File: src/rtl/anc_pkg.sv
// Shared types and constants for the ANC audio path (sample format, I2S frame geometry).
// Latency: n/a (package only).
// Backpressure: n/a; provides sample_t, FRAME_SLOTS, WORD_BITS, SLOT_W, i2s_state_t and mono_frame().
package anc_pkg;

  // One audio sample as produced by the FIR stage.
  typedef logic signed [15:0] sample_t;

  // I2S frame: 32 bit-clock slots, two 16-bit words (left then right).
  localparam int FRAME_SLOTS = 32;
  localparam int WORD_BITS   = 16;
  localparam int SLOT_W      = $clog2(FRAME_SLOTS);

  typedef enum logic {
    ST_IDLE = 1'b0,
    ST_RUN  = 1'b1
  } i2s_state_t;

  // Mono frame image: the same sample in the left and right words, left first.
  function automatic logic [2*WORD_BITS-1:0] mono_frame(input sample_t s);
    return {s, s};
  endfunction

endpackage

File: src/rtl/i2s_transmitter_bclk_gen.sv
// Bit-clock divider: bclk toggles every CLK_DIV clk cycles; fall_strobe marks the cycle that drives bclk low.
// Latency: first bclk rise CLK_DIV cycles after reset release; fall_strobe is combinational from the divider state.
// Backpressure: none; free-running whenever reset is released.
//
// Ports:
//   clk          system clock, rising edge
//   rst_n        asynchronous active-low reset
//   bclk         divided bit clock (registered)
//   fall_strobe  high during the clk cycle whose rising edge drives bclk from 1 to 0
module bclk_gen #(
  parameter int CLK_DIV = 4
) (
  input  logic clk,
  input  logic rst_n,
  output logic bclk,
  output logic fall_strobe
);

  localparam logic [7:0] DIV_LAST = 8'(CLK_DIV - 1);

  logic [7:0] div_cnt;
  logic       terminal;

  assign terminal    = (div_cnt == DIV_LAST);
  // The edge that ends a high half-period is the one that pulls bclk low.
  assign fall_strobe = terminal & bclk;

  always_ff @(posedge clk or negedge rst_n) begin
    if (!rst_n) begin
      div_cnt <= 8'd0;
      bclk    <= 1'b0;
    end else if (terminal) begin
      div_cnt <= 8'd0;
      bclk    <= ~bclk;
    end else begin
      div_cnt <= div_cnt + 8'd1;
    end
  end

endmodule

File: src/rtl/i2s_transmitter.sv
// Mono I2S transmitter: one pending sample slot feeds a 32-slot frame (left = right = sample), MSB first, 1-bit delay.
// Latency: a sample is latched at the next frame start (slot 0 falling edge); left MSB appears one slot later.
// Backpressure: none; a second sample before consumption overwrites the pending one and sets sticky overrun_out.
//
// Ports:
//   clk_in       system clock, rising edge
//   rst_in       asynchronous active-low reset
//   ready_in     one-cycle strobe, signal_in valid
//   signal_in    signed 16-bit sample
//   bclk_out     I2S bit clock
//   lrclk_out    word select, 0 = left (slots 0..15), 1 = right (slots 16..31)
//   sdata_out    serial data, changes only on bclk falling edges
//   done_out     one-cycle pulse when a pending sample is taken into a frame
//   overrun_out  sticky, set when a pending sample is overwritten unconsumed
//
// Build option: I2S_TX_UNDERRUN_ZERO_EN -- when defined, an underrun frame carries zero;
// otherwise the last transmitted sample is repeated (zero after reset).
module i2s_transmitter
  import anc_pkg::*;
#(
  parameter int CLK_DIV = 4
) (
  input  logic               clk_in,
  input  logic               rst_in,
  input  logic               ready_in,
  input  logic signed [15:0] signal_in,
  output logic               bclk_out,
  output logic               lrclk_out,
  output logic               sdata_out,
  output logic               done_out,
  output logic               overrun_out
);

  i2s_state_t state_q;
  i2s_state_t state_d;
  logic       run;

  logic bclk_raw;
  logic fall_strobe;

  logic [SLOT_W-1:0]      slot_q;
  logic [SLOT_W-1:0]      slot_next;
  logic                   framing_q;
  logic                   slot_tick;
  logic                   frame_start;
  logic                   consume;
  logic [2*WORD_BITS-1:0] shreg_q;

  sample_t pending_q;
  logic    pending_vld_q;
  sample_t frame_sample;

`ifndef I2S_TX_UNDERRUN_ZERO_EN
  sample_t last_q;
`endif

  bclk_gen #(
    .CLK_DIV(CLK_DIV)
  ) u_bclk_gen (
    .clk        (clk_in),
    .rst_n      (rst_in),
    .bclk       (bclk_raw),
    .fall_strobe(fall_strobe)
  );

  // ---------------------------------------------------------------- FSM
  always_ff @(posedge clk_in or negedge rst_in) begin
    if (!rst_in) begin
      state_q <= ST_IDLE;
    end else begin
      state_q <= state_d;
    end
  end

  always_comb begin
    state_d = state_q;
    run     = 1'b0;
    case (state_q)
      ST_IDLE: state_d = ST_RUN;
      ST_RUN: begin
        state_d = ST_RUN;
        run     = 1'b1;
      end
      default: state_d = ST_IDLE;
    endcase
  end

  // IDLE keeps the bit clock off the pins even though the divider is already counting.
  assign bclk_out = run & bclk_raw;

  // ---------------------------------------------------------------- slot timing
  assign slot_tick = run & fall_strobe;

  // Before the first falling edge no frame is in flight, so that edge starts slot 0
  // rather than advancing from the reset value.
  assign slot_next   = framing_q ? (slot_q + 1'b1) : '0;
  assign frame_start = slot_tick & (~framing_q | (slot_q == SLOT_W'(FRAME_SLOTS - 1)));
  assign consume     = frame_start & pending_vld_q;

  always_comb begin
    frame_sample = pending_q;
    if (!pending_vld_q) begin
`ifdef I2S_TX_UNDERRUN_ZERO_EN
      frame_sample = '0;
`else
      frame_sample = last_q;
`endif
    end
  end

  // ---------------------------------------------------------------- serialiser
  // sdata for slot k is the bit at the top of the shifter when slot k begins.
  // At a frame start the top bit is still right[0] of the previous frame (the
  // one-bit I2S delay); the new frame is loaded on the same edge.
  always_ff @(posedge clk_in or negedge rst_in) begin
    if (!rst_in) begin
      slot_q    <= '0;
      framing_q <= 1'b0;
      lrclk_out <= 1'b0;
      sdata_out <= 1'b0;
      shreg_q   <= '0;
      done_out  <= 1'b0;
    end else begin
      done_out <= consume;
      if (slot_tick) begin
        slot_q    <= slot_next;
        framing_q <= 1'b1;
        lrclk_out <= (int'(slot_next) >= WORD_BITS);
        sdata_out <= shreg_q[2*WORD_BITS-1];
        if (frame_start) begin
          shreg_q <= mono_frame(frame_sample);
        end else begin
          shreg_q <= {shreg_q[2*WORD_BITS-2:0], 1'b0};
        end
      end
    end
  end

  // ---------------------------------------------------------------- pending sample
  // A strobe on the consume cycle refills the slot after the old value has
  // been taken, so it is not an overrun.
  always_ff @(posedge clk_in or negedge rst_in) begin
    if (!rst_in) begin
      pending_q     <= '0;
      pending_vld_q <= 1'b0;
      overrun_out   <= 1'b0;
    end else begin
      if (ready_in) begin
        pending_q     <= signal_in;
        pending_vld_q <= 1'b1;
        if (pending_vld_q && !consume) begin
          overrun_out <= 1'b1;
        end
      end else if (consume) begin
        pending_vld_q <= 1'b0;
      end
    end
  end

`ifndef I2S_TX_UNDERRUN_ZERO_EN
  // Remembers what the last fed frame carried, for repeat on underrun.
  always_ff @(posedge clk_in or negedge rst_in) begin
    if (!rst_in) begin
      last_q <= '0;
    end else if (consume) begin
      last_q <= pending_q;
    end
  end
`endif

endmodule

File: config.mk
export PLATFORM = sky130hd
export DESIGN_NAME = i2s_transmitter
export DESIGN_NICKNAME = d
export VERILOG_FILES = /design/src/rtl/anc_pkg.sv /design/src/rtl/i2s_transmitter_bclk_gen.sv /design/src/rtl/i2s_transmitter.sv
export SDC_FILE = /design/constraint.sdc
export NUM_CORES = 1
export LEC_CHECK = 0
export BUFFER_PORTS_ARGS = -buffer_cell sky130_fd_sc_hd__buf_2
export CAP_MARGIN = 15
export CORE_UTILIZATION = 50
export DETAILED_ROUTE_END_ITERATION = 6
export PLACE_DENSITY = 0.68
export SLEW_MARGIN = 20
export SYNTH_ARGS = -nofsm -noshare
export SYNTH_HDL_FRONTEND = slang
export SYNTH_HIERARCHICAL = 1
export SYNTH_SLANG_ARGS = --single-unit
File: constraint.sdc
create_clock -name clk_in -period 4.06 [get_ports clk_in]
set_input_delay 0.406 -clock clk_in [delete_from_list [all_inputs] [get_ports clk_in]]
set_output_delay 0.406 -clock clk_in [all_outputs]
set_load 0.005 [all_outputs]
==> impl_metrics.csv, run 1 <==
group,metric,value,unit
floorplanning,die_h,87.4,µm
detailed_routing,postRouteAntennaNets,0,
yosys,ys.flop_type,"dfrtp_1",
clock_network,cts_resized,0,
global_route,grt_usage,19.0,%
clock_network,cts_made_buffers,9,
timing,finalWorstPathRequiredPeriod,2.77,ns
yosys,avgSynthCellArea,11.4,µm²
placed_design,portBuffers,23,
floorplanning,fp-row-count,30,
power_and_ir_drop,clkPwrFrac,38.2,%
yosys,synth_edf_count,0,
clock_network,h-tree-depth,3,
detailed_routing,viasPerCell,5.44,
clock_network,clkSlewWorstSetupHoldPaths,0.07,ns
placed_design,dp_hpwl,3.95,mm
yosys,ys_seq_area_share,57.7,%
cells_and_area,area_delta_synth_final,10.9,%
min_path,worstHoldPathType,"in2async",
setup_path,cp_common_cell,"and2_1",
cells_and_area,fillers,616,
timing,period_share,68.2,%
timing,maxSlewViolCount,0,
detailed_routing,wire_per_inst,14.0,µm
setup_path,cp_slowest_stage_delay,0.53,ns
yosys,netlist_area,3650,µm²
detailed_routing,drc,0,
yosys,synthArstFlopShare,100,%
global_route,grt_pass1_vias,2355,
cells_and_area,fin_nets,360,
placed_design,gp_congestion,0.699,
detailed_routing,wl,6.14,mm
power_and_ir_drop,p_per_area,450,nW/µm²
yosys,synth_top_cell_by_area,"dfrtp_1",
clock_network,cts_tree,"built",
clock_network,cts-root-buf,"clkbuf_8",
timing,tns,0,ns
clock_network,cts_buffer_depth,2,
floorplanning,start_util,52.8,%
cells_and_area,final_util,58.6,%
yosys,synth_area_leaders,"dfrtp_1 (58%), o21ai_0 (8.8%), mux2_2 (7.1%), nand2_1 (4.4%), mux2_4 (3.7%)",
timing,setup_viol,0,
setup_path,slowest_stage,"and2_1",
detailed_routing,num_vias,2389,
power_and_ir_drop,p_leak,1.80,nW
global_route,grt_pass1_wl,11.0,mm
setup_path,crit_fanout,18,
setup_path,critPathLaunchType,"flop",
outcome,outcome,"finished clean",
timing,rsz0062_at_grt,"no",
power_and_ir_drop,p_switching,0.000402,W
floorplanning,io_pins,24,
setup_path,critPathKind,"reg2reg",
cells_and_area,drive_above_1_share,21.9,%
clock_network,clock_sinks,84,
power_and_ir_drop,switching_share,22.1,%
timing,clock_skew,0.0107,ns
timing,timing.fmax,361,MHz
global_route,gr-total-overflow,0,
setup_path,cp_cell_sequence,"or3_4 > nor4_4 > and2_1 > and2_1 > nand3_4 > mux2_4",
timing,hold_ws,0.0997,ns
floorplanning,design.die.area,7640,µm²
floorplanning,core,6910,µm²
timing,hold_violations,0,
power_and_ir_drop,p_seq_share,54.2,%
timing,relSlewSlack,28.5,%
yosys,synthCells,320,
global_route,grt_max_degree,85,
cells_and_area,n_antenna_cell,0,
timing,worst_pin_slew,1.07,ns
setup_path,end_kind,"flop",
power_and_ir_drop,power_frac_comb,7.6,%
detailed_routing,drt_iter0_markers,174,
setup_path,arrival,3.01,ns
yosys,synth_fp_nets,342,
clock_network,clock_latency,0.35,ns
yosys,synth_cell_types,33,
detailed_routing,drtPass1Iterations,4,
clock_network,cts_hold_buf,0,
global_route,antenna_found_initial,0,
yosys,ys.warnings.count,6,
floorplanning,die_x,87.4,µm
setup_path,cp.required,4.30,ns
clock_network,cts_setup_buffers,0,
power_and_ir_drop,peakVddDrop,244,µV
power_and_ir_drop,cellInternalPower,0.00142,W
flow_run,max_cap_violations,0,
yosys,synth_top_area_share,57.7,%
yosys,ys_ff_latch,84,
## final timing paths
path,from,to,slack [ns],cells after the start
worst max-delay path,u_bclk_gen/div_cnt[5],last_q[8],1.29,6
worst min-delay path,rst_in,u_bclk_gen/div_cnt[2],0.1,1
max in group asynchronous,rst_in,pending_q[15],3.47,1
worst min register to register,shreg_q[0],shreg_q[0],0.48,2
min in group clk_in,signal_in[1],pending_q[1],0.28,2
worst max register to register,u_bclk_gen/div_cnt[5],last_q[8],1.29,6
## critical path: cells and delay by family, from the launching register on
kind / cells / cell delay [ns]
multiplexers: 1 / 0.44
flip-flops: 1 / 0.42
AND/OR/NAND/NOR: 5 / 1.80
## through the flow
stage | area (µm²) | cells | worst slack, ns | power (W)
2_1_floorplan | 3650 | 320 | 1.85 | 0.00109
3_5_place_dp | 3810 | 423 | 1.27 | 0.00114
4_1_cts | 4040 | 439 | 1.27 | 0.00184
3_3_place_gp | 3810 | 423 | 1.34 | 0.00113
5_1_grt | 4040 | 439 | 1.09 | 0.00191
6_report | 4040 | 439 | 1.29 | 0.00182
## flip-flops by register name, summed over array words and instances, names as in the netlist
| register | cells |
|---|---|
| done_out | 1 |
| framing_q | 1 |
| last_q | 16 |
| lrclk_out | 1 |
| overrun_out | 1 |
| pending_q | 16 |
| pending_vld_q | 1 |
| sdata_out | 1 |
| shreg_q | 32 |
| slot_q | 4 |
| state_q | 1 |
| u_bclk_gen/bclk | 1 |
| u_bclk_gen/div_cnt | 8 |
## final cells by class
cell class,count,area [µm²],share of cell area [%]
clock buffers,12,135,3.34
clock inverters,4,97.6,2.41
inverters,2,7.51,0.186
multi-input cells,215,1440,35.6
flip-flops and latches,84,2100,52.0
well taps,96,120,2.97
repair buffers,26,144,3.56
## cells in the final DEF (no fill, tap or decap), types with 5 or more instances in the layout
cell type	count
nand2_1	43
mux2_2	23
nand2b_1	5
clkbuf_8	9
buf_2	22
a211oi_1	15
o21ai_0	64
nor2b_1	16
mux2_4	9
dfrtp_1	84
nand3_1	10
xnor2_1	5
## layer usage
layer | track usage (%) | share of wire, % | vias up
met2 | 27.8 | 44 | 35
met4 | 8.35 | 1.9 | 0
met5 | 0 | 0 | -
met1 | 27.0 | 52 | 1189
met3 | 4.64 | 2.7 | 11
li1 | - | - | 1154
## synth_stat cells (4+ instances only)
| cell type | number |
|---|---|
| nand3_1 | 10 |
| mux2_4 | 9 |
| nor2b_1 | 16 |
| buf_2 | 4 |
| xnor2_1 | 5 |
| nand2_1 | 43 |
| a211oi_1 | 15 |
| dfrtp_1 | 84 |
| clkbuf_1 | 11 |
| nand2b_1 | 5 |
| o21ai_0 | 64 |
| mux2_2 | 23 |
## cells by family after synthesis
logic type	after synthesis	synth area share (%)
AND/OR/NAND/NOR	88	12.8
AO/OA/AOI/OAI	84	13.0
flip-flops	84	57.7
multiplexers	33	11.1
buffers and inverters	21	2.92
XOR/XNOR	6	1.44
adder cells (fa/ha/maj)	3	1.03
other	1	0.103
## power by group through the flow
stage / Sequential (W) / Clock (W) / Combinational [W]
after detailed placement: 0.00100 / 0 / 0.000143
after CTS: 0.000986 / 0.000711 / 0.000142
after global routing: 0.000999 / 0.000751 / 0.000163
final: 0.000986 / 0.000695 / 0.000139
after global placement: 0.000998 / 0 / 0.000136
after floorplan: 0.000984 / 0 / 0.000102
Power figures use the tool's default switching activity.
==> inputs of run 2 (changes only) <==
- PLACE_DENSITY: 0.68 -> 0.7
- clock period: 4.06 -> 2.36 ns (I/O delays scaled with it)
==> impl_metrics.csv, run 2 (same netlist as run 1, synthesis figures left out) <==
group,metric,value,unit
timing,clock_skew,0.0101,ns
placed_design,gp_congestion,0.743,
power_and_ir_drop,p_per_area,768,nW/µm²
clock_network,cts-root-buf,"clkbuf_8",
clock_network,h-tree-depth,3,
global_route,grt_max_degree,48,
cells_and_area,top_regs,"shreg_q (32), last_q (16), pending_q (16)",
setup_path,critPathLaunchType,"flop",
cells_and_area,final_common_cell,"dfrtp_1",
floorplanning,die_x,87.4,µm
timing,tns,0,ns
min_path,worstHoldPathType,"in2reg",
global_route,antenna_found_initial,0,
power_and_ir_drop,cellInternalPower,0.00248,W
global_route,grt_usage,19.7,%
timing,finalWorstPathRequiredPeriod,2.17,ns
detailed_routing,num_vias,2401,
power_and_ir_drop,p_leak,1.87,nW
clock_network,cts_buffer_depth,2,
power_and_ir_drop,p_switching,0.000712,W
cells_and_area,drive_above_1_share,24.1,%
floorplanning,io_pins,24,
cells_and_area,layout_common_cells,"dfrtp_1 (84), o21ai_0 (64), nand2_1 (43)",
placed_design,dp_hpwl,4.26,mm
power_and_ir_drop,clkPwrFrac,39.1,%
min_path,min_path_cells,2,
floorplanning,design.die.area,7640,µm²
placed_design,dp_cells,430,
flow_run,max_cap_violations,0,
setup_path,critPathKind,"reg2reg",
setup_path,reg2reg_depth,7,
outcome,outcome,"finished clean",
power_and_ir_drop,switching_share,22.3,%
detailed_routing,drc,0,
cells_and_area,n_antenna_cell,0,
clock_network,clock_latency,0.35,ns
cells_and_area,area_delta_synth_final,13.9,%
timing,setup_viol,0,
cells_and_area,layout.cells.non_filler,448,
detailed_routing,wl,6.37,mm
clock_network,cts_resized,0,
floorplanning,die_h,87.4,µm
setup_path,cp.required,2.61,ns
setup_path,end_kind,"flop",
power_and_ir_drop,peakVddDrop,447,µV
clock_network,cts_tree,"built",
timing,hold_violations,0,
detailed_routing,viasPerCell,5.36,
timing,maxSlewViolCount,0,
timing,timing.fmax,461,MHz
clock_network,clock_sinks,84,
placed_design,portBuffers,23,
clock_network,cts_made_buffers,9,
detailed_routing,wire_per_inst,14.2,µm
cells_and_area,fillers,583,
timing,period_share,91.9,%
cells_and_area,fin_nets,369,
power_and_ir_drop,power_frac_comb,7.8,%
setup_path,crit_fanout,20,
global_route,grt_pass1_wl,11.5,mm
power_and_ir_drop,p_seq_share,53.1,%
timing,worst_pin_slew,0.621,ns
detailed_routing,drtPass1Iterations,4,
setup_path,arrival,2.41,ns
floorplanning,fp-row-count,30,
floorplanning,core,6910,µm²
cells_and_area,largest_register_ffs,32,
floorplanning,start_util,52.8,%
global_route,grt_pass1_vias,2424,
clock_network,clkSlewWorstSetupHoldPaths,0.09,ns
cells_and_area,regMostFlops,"shreg_q",
timing,rsz0062_at_grt,"no",
global_route,gr-total-overflow,0,
detailed_routing,drt_iter0_markers,188,
timing,relSlewSlack,58.6,%
detailed_routing,postRouteAntennaNets,0,
==> run 2: cell count changes in the layout (fill, tap and decap cells not counted) <==
cell,change
buf_12,+2
buf_4,+7
buf_6,-1
clkbuf_1,-2
clkbuf_8,+1
clkinv_4,+1
clkinvlp_4,-1
dlygate4sd3_1,+1
inv_6,+1
==> run 2: path summary, 6_finish.rpt <==
check	from	endpoint	slack, ns
max	u_bclk_gen/div_cnt[5]	overrun_out	0.19
min	signal_in[4]	pending_q[4]	0.11
max reg2reg	u_bclk_gen/div_cnt[5]	overrun_out	0.19
min reg2reg	sdata_out	sdata_out	0.47
max in group asynchronous	rst_in	shreg_q[31]	1.35
min in group asynchronous	rst_in	u_bclk_gen/div_cnt[3]	0.39
==> run 2: metal layers <==
metal / global-route usage (%) / wire length (µm) / share of wire [%] / vias up
li1: - / - / - / 1168
met1: 27.5 / 3130 / 49 / 1182
met2: 30.5 / 2940 / 46 / 41
met3: 3.41 / 197 / 3.1 / 10
met4: 8.49 / 108 / 1.7 / 0
met5: 0 / 0 / 0 / -
==> run 2: final cells by class <==
cell class / instances / area [µm²] / area share [%]
tap: 96 / 120 / 2.89
multi-input combinational: 215 / 1440 / 34.6
inverter: 2 / 7.51 / 0.181
sequential: 84 / 2100 / 50.6
clock buffer: 11 / 141 / 3.41
timing repair buffer: 35 / 235 / 5.67
clock inverter: 5 / 108 / 2.59
==> run 2: worst max-delay path, stage by stage, from the launching register on <==
cell	delay (ns)
dfrtp_1	0.42
or3_4	0.40
nor4_4	0.22
and2_1	0.20
and2_1	0.22
buf_4	0.24
nand2_1	0.10
a31o_2	0.25
==> run 2: timing repair <==
| item | 4_1_cts | 5_1_grt |
|---|---|---|
| endpoints found under the hold margin | 37 | 0 |
| buffers inserted | 0 | 1 |
| setup endpoints to repair | 0 | 16 |
| hold buffers | 1 | 0 |
==> run 2: through the flow <==
stage               worst slack [ns]  hold slack [ns]  instance area [µm²]  util (%)  power, W
global placement               0.108            0.233                 3870      56.1   0.00195
finish                         0.191            0.114                 4150      60.1   0.00319
CTS                           0.0610           0.0995                 4130      59.8   0.00322
detailed placement            0.0895            0.233                 3870      56.1   0.00197
global route                  0.0398            0.101                 4150      60.1   0.00335
floorplan                      0.152          -0.0596                 3650         -   0.00187
==> run 2: power by group through the flow <==
stage,clock network (W),logic [W],registers [W]
2_1_floorplan,0,0.000175,0.00169
3_3_place_gp,0,0.000238,0.00172
3_5_place_dp,0,0.000253,0.00172
4_1_cts,0.00128,0.000254,0.00169
5_1_grt,0.00134,0.000290,0.00172
6_report,0.00125,0.000248,0.00169
